File: config.mk
export PLATFORM = sky130hd
export DESIGN_NAME = sf2_pipe
export DESIGN_NICKNAME = d
export VERILOG_FILES = /design/src/rtl/sf2_pipe.sv
export SDC_FILE = /design/constraint.sdc
export NUM_CORES = 2
export LEC_CHECK = 0
export BUFFER_PORTS_ARGS = -buffer_cell sky130_fd_sc_hd__buf_2
export CAP_MARGIN = 20
export CORE_AREA = 2 2 236 238
export DETAILED_ROUTE_END_ITERATION = 8
export DIE_AREA = 0 0 238 240
export PLACE_DENSITY = 0.89
export SYNTH_ARGS = -nofsm -noshare
export SYNTH_HDL_FRONTEND = slang
export SYNTH_SLANG_ARGS = --single-unit
File: constraint.sdc
create_clock -name clk -period 2.2 [get_ports clk]
set_clock_uncertainty 0.2 [all_clocks]
set_input_delay 0 -clock clk [delete_from_list [all_inputs] [get_ports clk]]
set_output_delay 0 -clock clk [all_outputs]
set_load 0.02 [all_outputs]
File: src/rtl/sf2_pipe.sv
// ============================================================================
// sf2_pipe : pipelined word/halfword rotate and shift-left unit (big-endian lanes)
// Rev 1.0
// ============================================================================
`default_nettype none

module sf2_pipe #(
    parameter int WIDTH   = 128,
    parameter int LATENCY = 2,
    parameter int TAG_W   = 7
) (
    input  logic               clk,
    input  logic               rst_n,
    input  logic               in_valid,
    output logic               in_ready,
    input  logic [0:31]        instruction,
    input  logic [0:WIDTH-1]   RA_data_in,
    input  logic [0:WIDTH-1]   RB_data_in,
    input  logic [TAG_W-1:0]   in_tag,
    input  logic               flush,
    output logic               out_valid,
    input  logic               out_ready,
    output logic [0:WIDTH-1]   RT_data_out,
    output logic [TAG_W-1:0]   out_tag,
    output logic               out_illegal
);

    localparam int NW = WIDTH / 32;
    localparam int NH = WIDTH / 16;

    localparam logic [10:0] OP_ROT   = 11'b00001011000;
    localparam logic [10:0] OP_ROTI  = 11'b00001111000;
    localparam logic [10:0] OP_SHL   = 11'b00001011011;
    localparam logic [10:0] OP_SHLI  = 11'b00001111011;
    localparam logic [10:0] OP_ROTH  = 11'b00001011100;
    localparam logic [10:0] OP_ROTHI = 11'b00001111100;
    localparam logic [10:0] OP_SHLH  = 11'b00001011111;
    localparam logic [10:0] OP_SHLHI = 11'b00001111111;

    function automatic logic [31:0] rot32(input logic [31:0] t, input logic [4:0] s);
        logic [63:0] dbl;
        dbl = {t, t} << s;
        return dbl[63:32];
    endfunction

    function automatic logic [31:0] shl32(input logic [31:0] t, input logic [5:0] s);
        return (s > 6'd31) ? 32'd0 : (t << s[4:0]);
    endfunction

    function automatic logic [15:0] rot16(input logic [15:0] t, input logic [3:0] s);
        logic [31:0] dbl;
        dbl = {t, t} << s;
        return dbl[31:16];
    endfunction

    function automatic logic [15:0] shl16(input logic [15:0] t, input logic [4:0] s);
        return (s > 5'd15) ? 16'd0 : (t << s[3:0]);
    endfunction

    logic [10:0]        opcode;
    logic [6:0]         i7;
    logic               is_legal;
    logic               is_half;
    logic               is_shift;
    logic               is_imm;
    logic [0:WIDTH-1]   result;
    logic               stall;
    logic               unused_ok;

    assign opcode    = instruction[0:10];
    assign i7        = instruction[11:17];
    // Only the low count bits of each RB lane and of I7 matter after masking.
    assign unused_ok = ^{instruction[18:31], i7[6], RB_data_in};

    always_comb begin
        is_legal = 1'b1;
        is_half  = 1'b0;
        is_shift = 1'b0;
        is_imm   = 1'b0;
        case (opcode)
            OP_ROT:   ;
            OP_ROTI:  is_imm = 1'b1;
            OP_SHL:   is_shift = 1'b1;
            OP_SHLI:  begin is_shift = 1'b1; is_imm = 1'b1; end
            OP_ROTH:  is_half = 1'b1;
            OP_ROTHI: begin is_half = 1'b1; is_imm = 1'b1; end
            OP_SHLH:  begin is_half = 1'b1; is_shift = 1'b1; end
            OP_SHLHI: begin is_half = 1'b1; is_shift = 1'b1; is_imm = 1'b1; end
            default:  is_legal = 1'b0;
        endcase
    end

    // Lane slices are big-endian: the low count bits sit at the high index end.
    always_comb begin
        result = '0;
        if (is_legal && !is_half) begin
            for (int j = 0; j < NW; j++) begin
                if (is_shift)
                    result[32*j +: 32] = shl32(RA_data_in[32*j +: 32],
                                               is_imm ? i7[5:0] : RB_data_in[32*j+26 +: 6]);
                else
                    result[32*j +: 32] = rot32(RA_data_in[32*j +: 32],
                                               is_imm ? i7[4:0] : RB_data_in[32*j+27 +: 5]);
            end
        end else if (is_legal) begin
            for (int k = 0; k < NH; k++) begin
                if (is_shift)
                    result[16*k +: 16] = shl16(RA_data_in[16*k +: 16],
                                               is_imm ? i7[4:0] : RB_data_in[16*k+11 +: 5]);
                else
                    result[16*k +: 16] = rot16(RA_data_in[16*k +: 16],
                                               is_imm ? i7[3:0] : RB_data_in[16*k+12 +: 4]);
            end
        end
    end

    logic [1:LATENCY]   valid_q,   valid_d;
    logic [1:LATENCY]   illegal_q, illegal_d;
    logic [0:WIDTH-1]   data_q [1:LATENCY];
    logic [0:WIDTH-1]   data_d [1:LATENCY];
    logic [TAG_W-1:0]   tag_q  [1:LATENCY];
    logic [TAG_W-1:0]   tag_d  [1:LATENCY];

    assign stall       = valid_q[LATENCY] & ~out_ready;
    assign in_ready    = ~stall;
    assign out_valid   = valid_q[LATENCY];
    assign RT_data_out = data_q[LATENCY];
    assign out_tag     = tag_q[LATENCY];
    assign out_illegal = illegal_q[LATENCY];

    // Whole pipe freezes on stall; flush only clears valids and wins over everything.
    always_comb begin
        for (int s = 1; s <= LATENCY; s++) begin
            valid_d[s]   = valid_q[s];
            illegal_d[s] = illegal_q[s];
            data_d[s]    = data_q[s];
            tag_d[s]     = tag_q[s];
        end
        if (!stall) begin
            valid_d[1]   = in_valid;
            illegal_d[1] = ~is_legal;
            data_d[1]    = result;
            tag_d[1]     = in_tag;
            for (int s = 2; s <= LATENCY; s++) begin
                valid_d[s]   = valid_q[s-1];
                illegal_d[s] = illegal_q[s-1];
                data_d[s]    = data_q[s-1];
                tag_d[s]     = tag_q[s-1];
            end
        end
        if (flush) begin
            valid_d = '0;
        end
    end

    always_ff @(posedge clk or negedge rst_n) begin
        if (!rst_n) begin
            valid_q   <= '0;
            illegal_q <= '0;
            for (int s = 1; s <= LATENCY; s++) begin
                data_q[s] <= '0;
                tag_q[s]  <= '0;
            end
        end else begin
            valid_q   <= valid_d;
            illegal_q <= illegal_d;
            for (int s = 1; s <= LATENCY; s++) begin
                data_q[s] <= data_d[s];
                tag_q[s]  <= tag_d[s];
            end
        end
    end

endmodule

`default_nettype wire

==> results of run 1 <==
-- stage by stage --
stage	hold WS (ns)	cell area (um^2)
CTS	0.000271	43300
detailed placement	-0.211	38100
global placement	-0.214	38100
floorplan	-0.496	30000
-- cells by family after synthesis --
family | count (synthesis)
buf+inv | 469
mux | 524
xor+xnor | 2
simple gates | 1452
compound gates | 1254
flops | 274
-- synthesized netlist by cell type, types with 6 or more instances --
cell type,n
a211o_1,10
a211oi_1,89
a21boi_0,11
a21o_1,31
a21oi_1,293
a21oi_2,8
a221oi_1,17
a22o_1,25
a22oi_1,129
a31oi_1,68
a32o_1,6
a32oi_1,22
and2_1,15
and3_1,39
buf_1,37
buf_2,76
buf_4,138
clkbuf_1,199
dfrtp_1,274
inv_1,12
mux2_2,34
mux2i_1,487
nand2_1,853
nand3_1,100
nand4_1,28
nor2_1,264
nor2b_1,6
nor3_1,88
nor4_1,11
o2111ai_1,7
o211ai_1,34
o21a_1,9
o21ai_0,225
o21ai_1,8
o221ai_1,25
o22a_1,12
o22ai_1,97
o2bb2ai_1,10
o31ai_1,32
o32ai_1,6
o41a_1,6
o41ai_1,10
or2_2,7
or3_1,11
-- metal layers --
| layer | overflow | GRT usage |
|---|---|---|
| met4 | 57 | 0.658 |
| met2 | 70 | 0.856 |
| met3 | 9 | 0.622 |
| met5 | 0 | 0.404 |
| met1 | 0 | 0.718 |
-- repair_timing --
action | 4_1_cts
gates cloned | 12
buffers inserted | 82
endpoints found under the hold margin | 427
hold buffers | 58
endpoints found under the setup margin | 131
gates resized for setup | 650
pin swaps | 144
==> reports/metrics.cfg, run 1 <==
[status]
outcome=did not finish
outcome.stop_stage=5_1_grt
first_error=[ERROR GRT-0116] Global routing finished with congestion. Check the congestion regions in the DRC Viewer.

[yosys]
synth_seq_cells=274
combinational_family_with_the_most_area_after_synthesis=compound AO/OA/AOI/OAI gates
synth_top_cell_area_share=0.236
yosysWarningCount=0
post_synth_num_cell_types=94
mappedNetlistNets=4275
ys.flop_type=dfrtp_1
library_cell_with_the_largest_summed_area_after_synthesis=dfrtp_1
synth_adder_area_share=0
syn_inst=3975
synth_async_sr_flop_share=1.00
synth-xor-area-share=0.000860
top_post_synthesis_cells_by_area=dfrtp_1 (24%), mux2i_1 (17%), nand2_1 (11%)
synth-compound-area-share=0.287
synth_edf_count=0
yosysSeqAreaShare=0.236
yosys-mux-area-fraction=0.183
synth_area_per_cell_um2=7.32
post_synth_and_or_nand_nor_area_fraction=0.211
syn-cell-area_um2=29100

[clock_network]
root_buffer_selected_by_cts=clkbuf_16
cts.sinks=274
clk_path_buf_depth=3
htree_levels=1
number_of_clock_buffers_inserted_by_tritoncts=30

[grt]
grt_pass1_vias=49500
grt_max_degree=97
global_route.overflow_total=136
first_pass_grt_wire_length_mm=314
grt_util_all_layers=0.719

[placed_design]
detailedPlacementHpwl_mm=111
finalWeightedCongestion=1.23
buffers_added_on_ports=338
pre_cts_slack_ns=-1.26
placed_cells=5565

[die]
fp.dieW_um=238
ios=438
initial_utilization=0.532
die-height_um=240
floorplan.rows=86

==> run 2: changes to the inputs <==
CORE_AREA = 2 2 273 275   (was 2 2 236 238)
DIE_AREA = 0 0 275 277   (was 0 0 238 240)
PLACE_DENSITY = unset   (was 0.89)
PLACE_DENSITY_LB_ADDON = 0.15   (was unset)
clock period = 2.9 ns   (was 2.2 ns; I/O delays follow)
==> reports/metrics.cfg, run 2 <==
[yosys]
ys.flop_type=dfrtp_1
synth_top_cell_area_share=0.236  ; unchanged
synth_area_per_cell_um2=7.32  ; unchanged
top_post_synthesis_cells_by_area=dfrtp_1 (24%), mux2i_1 (17%), nand2_1 (11%)
syn-cell-area_um2=29100  ; unchanged
syn_inst=3975  ; unchanged
yosysSeqAreaShare=0.236  ; unchanged
synth_edf_count=0  ; unchanged
synth_seq_cells=274  ; unchanged
library_cell_with_the_largest_summed_area_after_synthesis=dfrtp_1
synthMostInstantiatedCell=nand2_1
synth_async_sr_flop_share=1.00  ; unchanged
mappedNetlistNets=4275  ; unchanged
post_synth_num_cell_types=94  ; unchanged
yosysWarningCount=0  ; unchanged
synth.top_cells.by_count=nand2_1 (853), mux2i_1 (487), a21oi_1 (293), dfrtp_1 (274), nor2_1 (264)

[die]
floorplan.rows=100  ; +16%
initial_utilization=0.395  ; -0.137
ios=438  ; unchanged
die-height_um=277  ; +15%
fp.dieW_um=275  ; +16%
fp.coreArea_um2=73600
dieArea_um2=76200

[route]
viasPerCell=6.09
drt-initial-drc-count=4197
wirelength_mm=159
route.detailed.wl_per_inst_um=26.2
vias_after_detailed_routing=37000
antenna_violating_nets_post_route=0
drt-pass1-iter-count=6
drc_errors=0

[flow_run]
cap_viol_max_count=0

[worst_setup_path]
crit_path_start_kind=input pin
rr_endpoint=data_q[194]$_DFFE_PN0N_
setup.worst_path.start=instruction[0]
path_max_fanout=10
worstSetupPathType=input pin to flop
setup.worst_path.end=data_q[179]$_DFFE_PN0N_
worstReg2RegStart=valid_q[2]$_DFFE_PN0P_
critPathCaptureType=flop
rrSetupSlack_ns=0.24
worstRegToRegCells=9
worst_ep_arrival_time_ns=3.22
critPathRequiredTime_ns=3.20

[power_and_ir_drop]
power.switching_fraction=0.361
clock_power_share=0.344
internal_power_mw=9.40
vdd_drop_max_uv=387
seq_power_share=0.267
pwr_density_cell_nw_per_um2=351
power.leakage_nw=20.6
total_switching_power_mw=5.31
power.share.combinational=0.389

[timing]
finalCritPeriodShare=1.00
max_freq_ghz=0.343
max-slew-margin-rel=0.463
smallest_setup_slack_after_layout_ns=-0.0139
period_minus_slack_ns=2.91
timing.final.setup_violations=2
timing_hold_violations_final=1
drv_slew=0
grt_setup_unrepaired=yes
worst_slew_pin_slew_ns=0.805
worst_case_hold_slack_ns=-0.00293

[placed_design]
finalWeightedCongestion=1.05  ; -14%
detailedPlacementHpwl_mm=127  ; +15%
placed_cells=5937  ; +6.7%
buffers_added_on_ports=338  ; unchanged

[clock_network]
clkTransAtPathRegs_ns=0.06
tritoncts=built
htree_levels=2  ; +1
root_buffer_selected_by_cts=clkbuf_16
clk_latency_ns=0.58
cts.sinks=274  ; unchanged
clk_path_buf_depth=3  ; unchanged
number_of_clock_buffers_inserted_by_tritoncts=37  ; +23%

[finish]
post-route-util=0.569
post_route_cells_drive_above_1_share=0.353
mostFrequentLayoutCell=buf_4
areaGrowthSynthToFinish_pct=43.9
highest_count_cells_in_the_layout_ignoring_fill_and_taps=buf_4 (1058), nand2_1 (843), mux2i_1 (443), buf_2 (338), dfrtp_1 (274)
stdcell_count=6075
finalNetCount=5377

[grt]
first_pass_grt_wire_length_mm=233
grt_util_all_layers=0.402
grt_pass1_vias=35700
global_route.overflow_total=0
grt_max_degree=117
grt_antenna_before_repair=5

[status]
failed_checks=hold timing, setup timing
outcome=complete, but fails checks

[hold_path]
hp-class=input pin to flop

==> run 2: cell counts after synthesis <==
Identical to the previous run, type by type.
==> run 2: final cells by class <==
type | instances | area [um^2]
antenna | 3 | 7.51
clock buffer | 45 | 1020
clock inverter | 20 | 290
fill | 7097 | 31700
inverter | 15 | 63.8
multi-input combinational | 3233 | 20900
sequential | 274 | 6860
tap | 969 | 1210
timing repair buffer | 1516 | 11500
==> run 2: cell families (layout without fill, tap and decap cells) <==
logic type      count (synthesis)  in the layout  synth area share
other cells                     0              3                 0
xor+xnor                        2              2          0.000861
simple gates                 1452           1453             0.211
mux                           524            524             0.183
buf+inv                       469           1596            0.0826
compound gates               1254           1254             0.287
flops                         274            274             0.236
==> run 2: metrics by stage <==
stage / power [mW] / area, um^2 / hold slack [ns] / setup WS [ns] / TNS (ns)
after floorplan: 6.51 / 29300 / -0.496 / -0.0497 / -0.316
after global routing: 15.2 / 41900 / 0.0511 / -0.0905 / -0.910
after detailed placement: 9.28 / 39100 / -0.160 / -0.834 / -66.48
final: 14.7 / 41900 / -0.00293 / -0.0139 / -0.0188
after global placement: 9.30 / 39000 / -0.163 / -0.744 / -65.90
after CTS: 14.5 / 41000 / 0.000792 / 0.00185 / 0
==> run 2: power by group through the flow <==
stage	sequential [mW]	clock, mW	combinational [mW]
2_1_floorplan	3.98	0	2.53
3_3_place_gp	3.99	0	5.31
3_5_place_dp	3.99	0	5.29
4_1_cts	3.92	5.15	5.38
5_1_grt	3.93	5.28	6.01
6_report	3.93	5.06	5.72
==> run 2: what timing repair did <==
item                       CTS  global route
pin swaps                    3            32
setup endpoints to repair   30           106
gates resized for setup     22           180
cloned                       0             2
hold buffers                46             0
setup buffers                4            18
hold endpoints to repair   454             0
==> run 2: worst min path at each step <==
stage / startpoint / endpoint / slack (ns) / cells past startpoint
after floorplan: rst_n / RT_data_out[0]$_DFFE_PN0N_ / -0.50 / 0
after global placement: rst_n / RT_data_out[52]$_DFFE_PN0N_ / -0.16 / 1
after detailed placement: rst_n / RT_data_out[57]$_DFFE_PN0N_ / -0.16 / 1
after CTS: RA_data_in[103] / data_q[138]$_DFFE_PN0N_ / 0.0008 / 7
after global routing: RA_data_in[85] / data_q[162]$_DFFE_PN0N_ / 0.05 / 7
final: RA_data_in[86] / data_q[162]$_DFFE_PN0N_ / -0.003 / 7
==> run 2: worst max-delay path, cell delays in order <==
cell,delay (ns)
buf_2,0.11
or4b_4,0.56
buf_12,0.17
buf_4,0.15
o41ai_4,0.27
buf_4,0.19
nand2_2,0.09
buf_12,0.16
buf_4,0.15
nand2_4,0.08
o22ai_1,0.08
a221oi_2,0.19
buf_4,0.19
nor3_1,0.06
o41ai_2,0.43
buf_4,0.18
a32o_1,0.15
==> run 2: metal layers <==
metal / track usage / part of all wire / vias to the layer above
met2: 0.617 / 0.44 / 2104
met5: 0 / 0.00031 / -
met3: 0.0703 / 0.094 / 481
met4: 0.194 / 0.055 / 8
met1: 0.543 / 0.41 / 17600
li1: - / - / 16800
No activity file was read; power rests on OpenSTA's default activity.
